`src/rtl/filter_stream_ctrl.sv`:
```
// Stream sequencer for the one-multiplier MAVG/FIR filter stages:
// input FIFO, one filter run per sample, registered result with backpressure.
module filter_stream_ctrl #(
    parameter int BITWIDTH_DATA = 16,
    parameter int FIFO_DEPTH    = 8,
    parameter int TIMEOUT       = 1023
) (
    input  logic                             CLK,
    input  logic                             RST,
    input  logic                             EN,
    input  logic [BITWIDTH_DATA-1:0]         S_DATA,
    input  logic                             S_VALID,
    output logic                             S_READY,
    output logic [BITWIDTH_DATA-1:0]         M_DATA,
    output logic                             M_VALID,
    input  logic                             M_READY,
    output logic                             FILT_EN,
    output logic                             FILT_START,
    output logic [BITWIDTH_DATA-1:0]         FILT_DATA,
    input  logic                             FILT_DATA_VALID,
    input  logic [BITWIDTH_DATA-1:0]         FILT_DATA_OUT,
    output logic [$clog2(FIFO_DEPTH+1)-1:0]  FIFO_LEVEL,
    output logic                             ERR_TIMEOUT
);

    localparam int PW = $clog2(FIFO_DEPTH);
    localparam int LW = $clog2(FIFO_DEPTH+1);
    localparam int TW = $clog2(TIMEOUT+1);
    localparam logic [LW-1:0] LVL_FULL = LW'(FIFO_DEPTH);
    localparam logic [TW-1:0] T_MAX    = TW'(TIMEOUT);

    typedef enum logic [1:0] {
        IDLE,
        START,
        WAIT_BUSY,
        WAIT_DONE
    } state_t;

    state_t                   state;
    logic [BITWIDTH_DATA-1:0] mem [FIFO_DEPTH];
    logic [PW-1:0]            wr_ptr;
    logic [PW-1:0]            rd_ptr;
    logic [TW-1:0]            timer;
    logic                     run;
    logic                     push;
    logic                     pop;
    logic                     expired;

    assign run     = EN && !RST;
    assign FILT_EN = run;
    // Full blocks new input even when a pop happens on the same edge.
    assign S_READY = run && (FIFO_LEVEL != LVL_FULL);
    assign push    = S_VALID && S_READY;
    assign pop     = (state == IDLE) && (FIFO_LEVEL != '0)
                     && (!M_VALID || M_READY);
    assign expired = (timer == T_MAX);

    always_ff @(posedge CLK) begin
        if (push) begin
            mem[wr_ptr] <= S_DATA;
        end
    end

    always_ff @(posedge CLK) begin
        if (!run) begin
            state      <= IDLE;
            wr_ptr     <= '0;
            rd_ptr     <= '0;
            FIFO_LEVEL <= '0;
            M_VALID    <= 1'b0;
            M_DATA     <= '0;
            FILT_START <= 1'b0;
            FILT_DATA  <= '0;
            timer      <= '0;
            if (RST) begin
                ERR_TIMEOUT <= 1'b0;
            end
        end else begin
            FILT_START <= 1'b0;
            if (push) begin
                wr_ptr <= wr_ptr + 1'b1;
            end
            if (pop) begin
                rd_ptr <= rd_ptr + 1'b1;
            end
            if (push && !pop) begin
                FIFO_LEVEL <= FIFO_LEVEL + 1'b1;
            end else if (pop && !push) begin
                FIFO_LEVEL <= FIFO_LEVEL - 1'b1;
            end
            // A capture below overrides this clear.
            if (M_VALID && M_READY) begin
                M_VALID <= 1'b0;
            end
            unique case (state)
                IDLE: begin
                    if (pop) begin
                        FILT_DATA  <= mem[rd_ptr];
                        FILT_START <= 1'b1;
                        timer      <= '0;
                        state      <= START;
                    end
                end
                START: begin
                    state <= WAIT_BUSY;
                end
                WAIT_BUSY: begin
                    if (expired) begin
                        ERR_TIMEOUT <= 1'b1;
                        state       <= IDLE;
                    end else begin
                        timer <= timer + 1'b1;
                        if (!FILT_DATA_VALID) begin
                            state <= WAIT_DONE;
                        end
                    end
                end
                WAIT_DONE: begin
                    if (expired) begin
                        ERR_TIMEOUT <= 1'b1;
                        state       <= IDLE;
                    end else begin
                        timer <= timer + 1'b1;
                        if (FILT_DATA_VALID) begin
                            M_DATA  <= FILT_DATA_OUT;
                            M_VALID <= 1'b1;
                            state   <= IDLE;
                        end
                    end
                end
                default: state <= IDLE;
            endcase
        end
    end

endmodule

```
`config.mk`:
```
export PLATFORM = sky130hd
export DESIGN_NAME = filter_stream_ctrl
export DESIGN_NICKNAME = d
export VERILOG_FILES = /design/src/rtl/filter_stream_ctrl.sv
export SDC_FILE = /design/constraint.sdc
export NUM_CORES = 1
export LEC_CHECK = 0
export CAP_MARGIN = 20
export CORE_MARGIN = 3
export CORE_UTILIZATION = 35
export CTS_CLUSTER_DIAMETER = 200
export CTS_CLUSTER_SIZE = 16
export DETAILED_ROUTE_END_ITERATION = 7
export PLACE_DENSITY_LB_ADDON = 0.3
export SYNTH_ARGS = -nofsm -noshare
export SYNTH_HDL_FRONTEND = slang
export SYNTH_SLANG_ARGS = --single-unit
```
`constraint.sdc`:
```
create_clock -name CLK -period 3.4 [get_ports CLK]
set_clock_uncertainty 0.15 [all_clocks]
set_input_delay 0.51 -clock CLK [delete_from_list [all_inputs] [get_ports CLK]]
set_output_delay 0.51 -clock CLK [all_outputs]
set_load 0.02 [all_outputs]
```
# ---- After elaboration in Yosys (flattened, before gate mapping)
# Memories as Yosys holds them, arrays and structs flattened. A register that Yosys moved wholly into a read port is not among the register bits.
# Cells that the tools add are included.
dict set report word_totals {
  ff_bits 41
  latch_bits 0
  ramBits 128
  romBits 0
  inputBits 38
  out_inout_bits 41
  word_cells 75
  mem_count 1
}
# name words width rd rd_clocked_by_memory_dff write_ports line_no
set mem_list {}
lappend mem_list {mem 8 16 1 1 1 40} ;# logic [BITWIDTH_DATA-1:0] mem [FIFO_DEPTH];
dict set report op_classes {
  addsub 5
  n_mul 0
  div_mod_pow 0
  magnitude_cmp 0
  n_eq_ne 11
  shifts 0
  mux 22
  n_bitwise 1
  n_reduce_logical 26
}
# cell count
set ops {}
lappend ops {{10-bit two-way mux} 2}
lappend ops {{10-bit one-hot mux with 2 select lines} 1}
lappend ops {{3-bit AND reduction} 4}
lappend ops {{1-bit two-way mux} 11}
lappend ops {{10-bit by 1-bit adder with 10-bit output, second input constant} 1}
lappend ops {{10-bit == test, second input constant} 1}
lappend ops {{2-bit two-way mux} 5}
lappend ops {{1-bit logical AND} 8}
lappend ops {{4-bit two-way mux} 2}
lappend ops {{2-bit one-hot mux with 4 select lines} 1}
lappend ops {{3-bit by 1-bit adder with 3-bit output, second input constant} 2}
lappend ops {{2-bit != test, second input constant} 3}
lappend ops {{3-bit != test, second input constant} 2}
lappend ops {{2-bit nonzero test} 3}
lappend ops {{1-bit zero test} 5}
lappend ops {{4-bit by 1-bit adder with 4-bit output, second input constant} 1}
lappend ops {{2-bit == test, second input constant} 2}
lappend ops {{4-bit != test, second input constant} 1}
lappend ops {{2-bit AND reduction} 2}
lappend ops {{4-bit nonzero test} 1}
lappend ops {{4-bit by 1-bit subtractor with 4-bit output, second input constant} 1}
lappend ops {{2-bit by 1-bit == test with 1-bit output, second input constant} 1}
lappend ops {{2-bit zero test} 1}
lappend ops {{2-bit by 1-bit != test with 1-bit output, second input constant} 1}
lappend ops {{3 further kinds} 3}

# ---- Logic depth before layout (Yosys ltp)
dict set report depth {
  word_depth 8
  depth_mapped 12
  ltp_nobuf 11
}

# ---- Worst setup path after synthesis
# No wires, ideal clock.
dict set report synth_path {
  path_type {input port to flip-flop}
  start {in RST}
  end {mem mem[0][0], enable pin}
  setup_time_ns 0.430
  t_arrival_ns 2.607
  required_time_ns 2.820
  slack_ns 0.213
  stages 5
  n_path_buf 1
  path_cell_list {nand2b_1 > buf_2 > inv_2 > nand3_2 > nor4_1}
}
dict set report synth_between {
  elab_chain_len 6
}
# element line_no
set synth_rtl {}
lappend synth_rtl {{from (decl)} 9} ;# input logic RST,
lappend synth_rtl {{1-bit zero test} 49} ;# assign run = EN && !RST;
lappend synth_rtl {{1-bit logical AND} 49}
lappend synth_rtl {{1-bit logical AND} 52} ;# assign S_READY = run && (FIFO_LEVEL != LVL_FULL);
lappend synth_rtl {{1-bit logical AND} 53} ;# assign push = S_VALID && S_READY;
lappend synth_rtl {{1-bit two-way mux} 59} ;# if (push) begin
lappend synth_rtl {{1-bit two-way mux (implied by the code)} 60} ;# mem[wr_ptr] <= S_DATA;
lappend synth_rtl {{to (decl)} 40}
# Every way passes these cells.

# ---- Worst setup path in the final report
dict set report layout_path {
  start {reg FIFO_LEVEL[0]}
  end {reg FIFO_LEVEL[3]}
}
dict set report layout_between {
  elab_chain_len 6
  word_cells_on_any_way 15
  cone_classes {add/sub: 2; eq/ne: 1; mux: 2; reduce/logical: 10}
}
# element line_no
set layout_rtl {}
lappend layout_rtl {{from (decl)} 22} ;# output logic [$clog2(FIFO_DEPTH+1)-1:0] FIFO_LEVEL,
lappend layout_rtl {{from (signal assigned)} 87} ;# FIFO_LEVEL <= FIFO_LEVEL + 1'b1;
lappend layout_rtl {{from (signal assigned)} 89} ;# FIFO_LEVEL <= FIFO_LEVEL - 1'b1;
lappend layout_rtl {{4-bit != test (*)} 52}
lappend layout_rtl {{1-bit logical AND (*)} 52}
lappend layout_rtl {{1-bit logical AND (*)} 53}
lappend layout_rtl {{net push} 45} ;# logic push;
lappend layout_rtl {{1-bit zero test} 88} ;# end else if (pop && !push) begin
lappend layout_rtl {{1-bit logical AND} 88}
lappend layout_rtl {{2-bit nonzero test (no source line)} --}
# The timed path passes the listed nets; every way through them passes the cells marked *. The select of a mux whose other input is x is not followed.
# A chain may end at the register's enable or synchronous reset.

==> reports/metrics.cfg <==
[cts]
cts_resized = 0
cts_buffers = 17
cts_htree_levels = 4
cts.clk_slew.worst_paths_ns = 0.07
cts-root-buf = clkbuf_16
cts.sinks = 185
clkLatencyLatePin_ns = 0.42
cts_tree = yes
hold_buffers = 0
cts_setup_buffers = 0
cts_buffer_depth = 2

[global_route]
grt-busiest-layer = met2
grt_util_met2_pct = 23.1
grt_pass1_wl_um = 24100
grtUsageTotal_pct = 14.3
antenna_found_initial = 0
grt_pass1_vias = 4345
grt_overflow_total = 0
gr-usage-met3_pct = 3.83
grt_max_degree = 34
grt_util_met1_pct = 19.4

[drt]
wire_per_inst_um = 18.4
drc = 0
vias = 4234
wl_um = 15200
vias_per_cell = 5.11
first_pass_iters = 5
drtIter0Drc = 275
ant_nets = 0

[logic_synthesis]
postSynthCellCount = 460
synth_top_area_cell = edfxtp_1
synth_nets = 505
synth_flop_cell = edfxtp_1
avgSynthCellArea_um2 = 15.5
synth_top_area_share_pct = 54.2
ys_types = 49
async_flop_share_pct = 0
yosysWarnings = 0
ys_seq_elements = 185
synthTopCellsByArea = edfxtp_1 (54%), dfxtp_1 (16%), mux4_2 (10%), nor2_1 (1.8%), nand3_1 (1.7%)
synth_edf_count = 129
yosysSeqAreaShare_pct = 69.9
syn_area_um2 = 7150

[floorplan]
start_util_pct = 36.1
fp.coreArea_um2 = 19800
ioPinCount = 79
die_h_um = 149
die_area_um2 = 22200
die_w_um = 149
rows = 51

[setup_path]
start_kind = flip-flop
crit_buf_inv = 2
crit_chain = or4b_2, nand3_2, inv_1, ha_1, inv_1, ha_1, a21oi_1, nand3_1, a211oi_1, a31o_2
max_stage_delay_ns = 0.71
arrival_ns = 3.29
crit_fanout = 7
critPathKind = reg2reg
worst_r2r_path_depth = 10
end_kind = flip-flop
reg2reg_slack_ns = 0.33
cp.required_ns = 3.62
cpMaxStageDelayCell = or4b_2
crit_family = simple AND/OR/NAND/NOR gates
cp.depth = 10

[timing]
worst_slew_pin_slew_ns = 0.534
hold_violations = 0
max_freq_mhz = 326
fin_ws_ns = 0.332
rsz0062_at_grt = no
setup_violations = 0
slew_violations = 0
fin_setup_tns_ns = 0
slew_headroom_pct = 63.9
finalCriticalPeriod_ns = 3.07
period_share_pct = 90.2

[run_status]
outcome = complete, no violations

[power_and_ir_drop]
p_comb_share_pct = 22.9
leakage_uw = 0.00288
seq_power_share_pct = 45.1
power.internal_uw = 4130
p_per_area_nw_per_um2 = 663
irDropWorstVdd_v = 0.000399
p_sw_uw = 1750
sw_frac_of_total_pct = 29.7
p_clk_share_pct = 32.0

[finish]
diodes = 0
areaGrowthSynthToFinish_pct = 24.2
fin_nets = 596
drive_gt1_share_pct = 19.5
fill_cells = 1756

[placed_design]
place.gp.congestion = 0.738
portBuffers = 78
place_ws_ns = 0.150
dpl.hpwl_um = 9370

[worst_hold_path]
hold_class = reg2reg
whs_path_depth = 2

[job]
drv_cap = 0

[cells in the mapped netlist (2+ instances only)]
library cell and count:
mux2_2 2, a21oi_1 10, a31o_2 3, and2_1 2, nand3_1 24, nor3_1 7, inv_1 4, xnor2_1 9
buf_4 2, o21ai_0 24, mux4_2 32, nand4_1 3, buf_6 2, ha_1 6, nand2b_1 4, xor2_1 3
nor2_1 35, clkbuf_1 9, o32ai_1 2, o22ai_1 19, edfxtp_1 129, and3_1 4, dfxtp_1 56, nand2_1 25
a21o_1 2, buf_2 8, buf_1 3, o21ai_2 9, a211oi_1 2
[per-stage QoR]
stage	cell area (um2)	std cells	utilization, %	hold WS [ns]	total power (uW)
floorplan	7150	460	-	0.313	3530
global placement	8310	797	42.0	0.306	4020
detailed placement	8310	797	42.0	0.309	4060
CTS	8880	829	44.9	0.322	5960
global route	8880	829	44.9	0.349	6160
finish	8880	829	44.9	0.314	5890
[placed cells by master, fill, tap and decap left out, types with 3 or more instances in the layout]
master and n:
nor3_1 3, nand2_1 25, nor2_1 35, mux4_2 32
nor3_2 5, buf_4 17, nand3_1 24, o22ai_1 19
xnor2_1 9, o21ai_0 24, ha_1 6, and3_1 4
inv_1 4, o21ai_2 9, clkbuf_16 17, a21oi_1 10
inv_6 3, clkinv_2 5, nand4_1 3, dfxtp_1 55
edfxtp_1 129, a31o_2 3, nand2b_1 4, clkdlybuf4s50_1 78
clkinv_4 3, xor2_1 3, inv_8 3
[flip-flops by register name, summed over array words and instances, names as in the netlist]
signal       count
ERR_TIMEOUT      1
M_DATA          16
state            2
mem            128
timer           10
FIFO_LEVEL       4
FILT_DATA       16
FILT_START       1
rd_ptr           3
wr_ptr           3
M_VALID          1
[tightest hold or removal path: stages, from the launching register on]
cell and delay (ns):
dfxtp_1 0.31, nand2_1 0.05, a21oi_1 0.05
[final timing paths]
path	from	end
hold / removal	rd_ptr[1]$_SDFFE_PP0P_	rd_ptr[1]$_SDFFE_PP0P_
setup reg to reg	FIFO_LEVEL[0]$_SDFFE_PP0P_	FIFO_LEVEL[3]$_SDFFE_PP0P_
setup / recovery	FIFO_LEVEL[0]$_SDFFE_PP0P_	FIFO_LEVEL[3]$_SDFFE_PP0P_
hold reg to reg	rd_ptr[1]$_SDFFE_PP0P_	rd_ptr[1]$_SDFFE_PP0P_
[power groups by stage]
stage	Combinational [uW]	Clock (uW)	Sequential, uW
after global routing	1460	2020	2680
after CTS	1360	1940	2660
after floorplan	714	0	2810
after detailed placement	1350	0	2710
after global placement	1320	0	2700
final	1350	1880	2660
[cell families after synthesis]
group | count (synthesis) | share of synthesized area, %
muxes | 35 | 10.5
AOI/OAI and AO/OA | 77 | 6.90
buffers and inverters | 30 | 2.05
adders and majority gates | 7 | 1.33
xor gates and xnor gates | 12 | 1.47
DFF | 185 | 69.9
and+or+nand+nor | 114 | 7.81
[layout make-up]
class	instances	area (um2)	share of cell area, %
Sequential cell	185	5000	56.3
Multi-Input combinational cell	245	2030	22.9
Timing Repair Buffer	96	928	10.5
Clock buffer	17	425	4.79
Tap cell	265	332	3.74
Clock inverter	15	140	1.58
Inverter	6	23.8	0.268
[layer usage]
layer,up-vias,wire length (um)
li1,1964,-
met1,2124,6720
met2,135,7320
met3,11,1060
met4,0,136
met5,-,0
No activity file was read; power rests on OpenSTA's default activity.
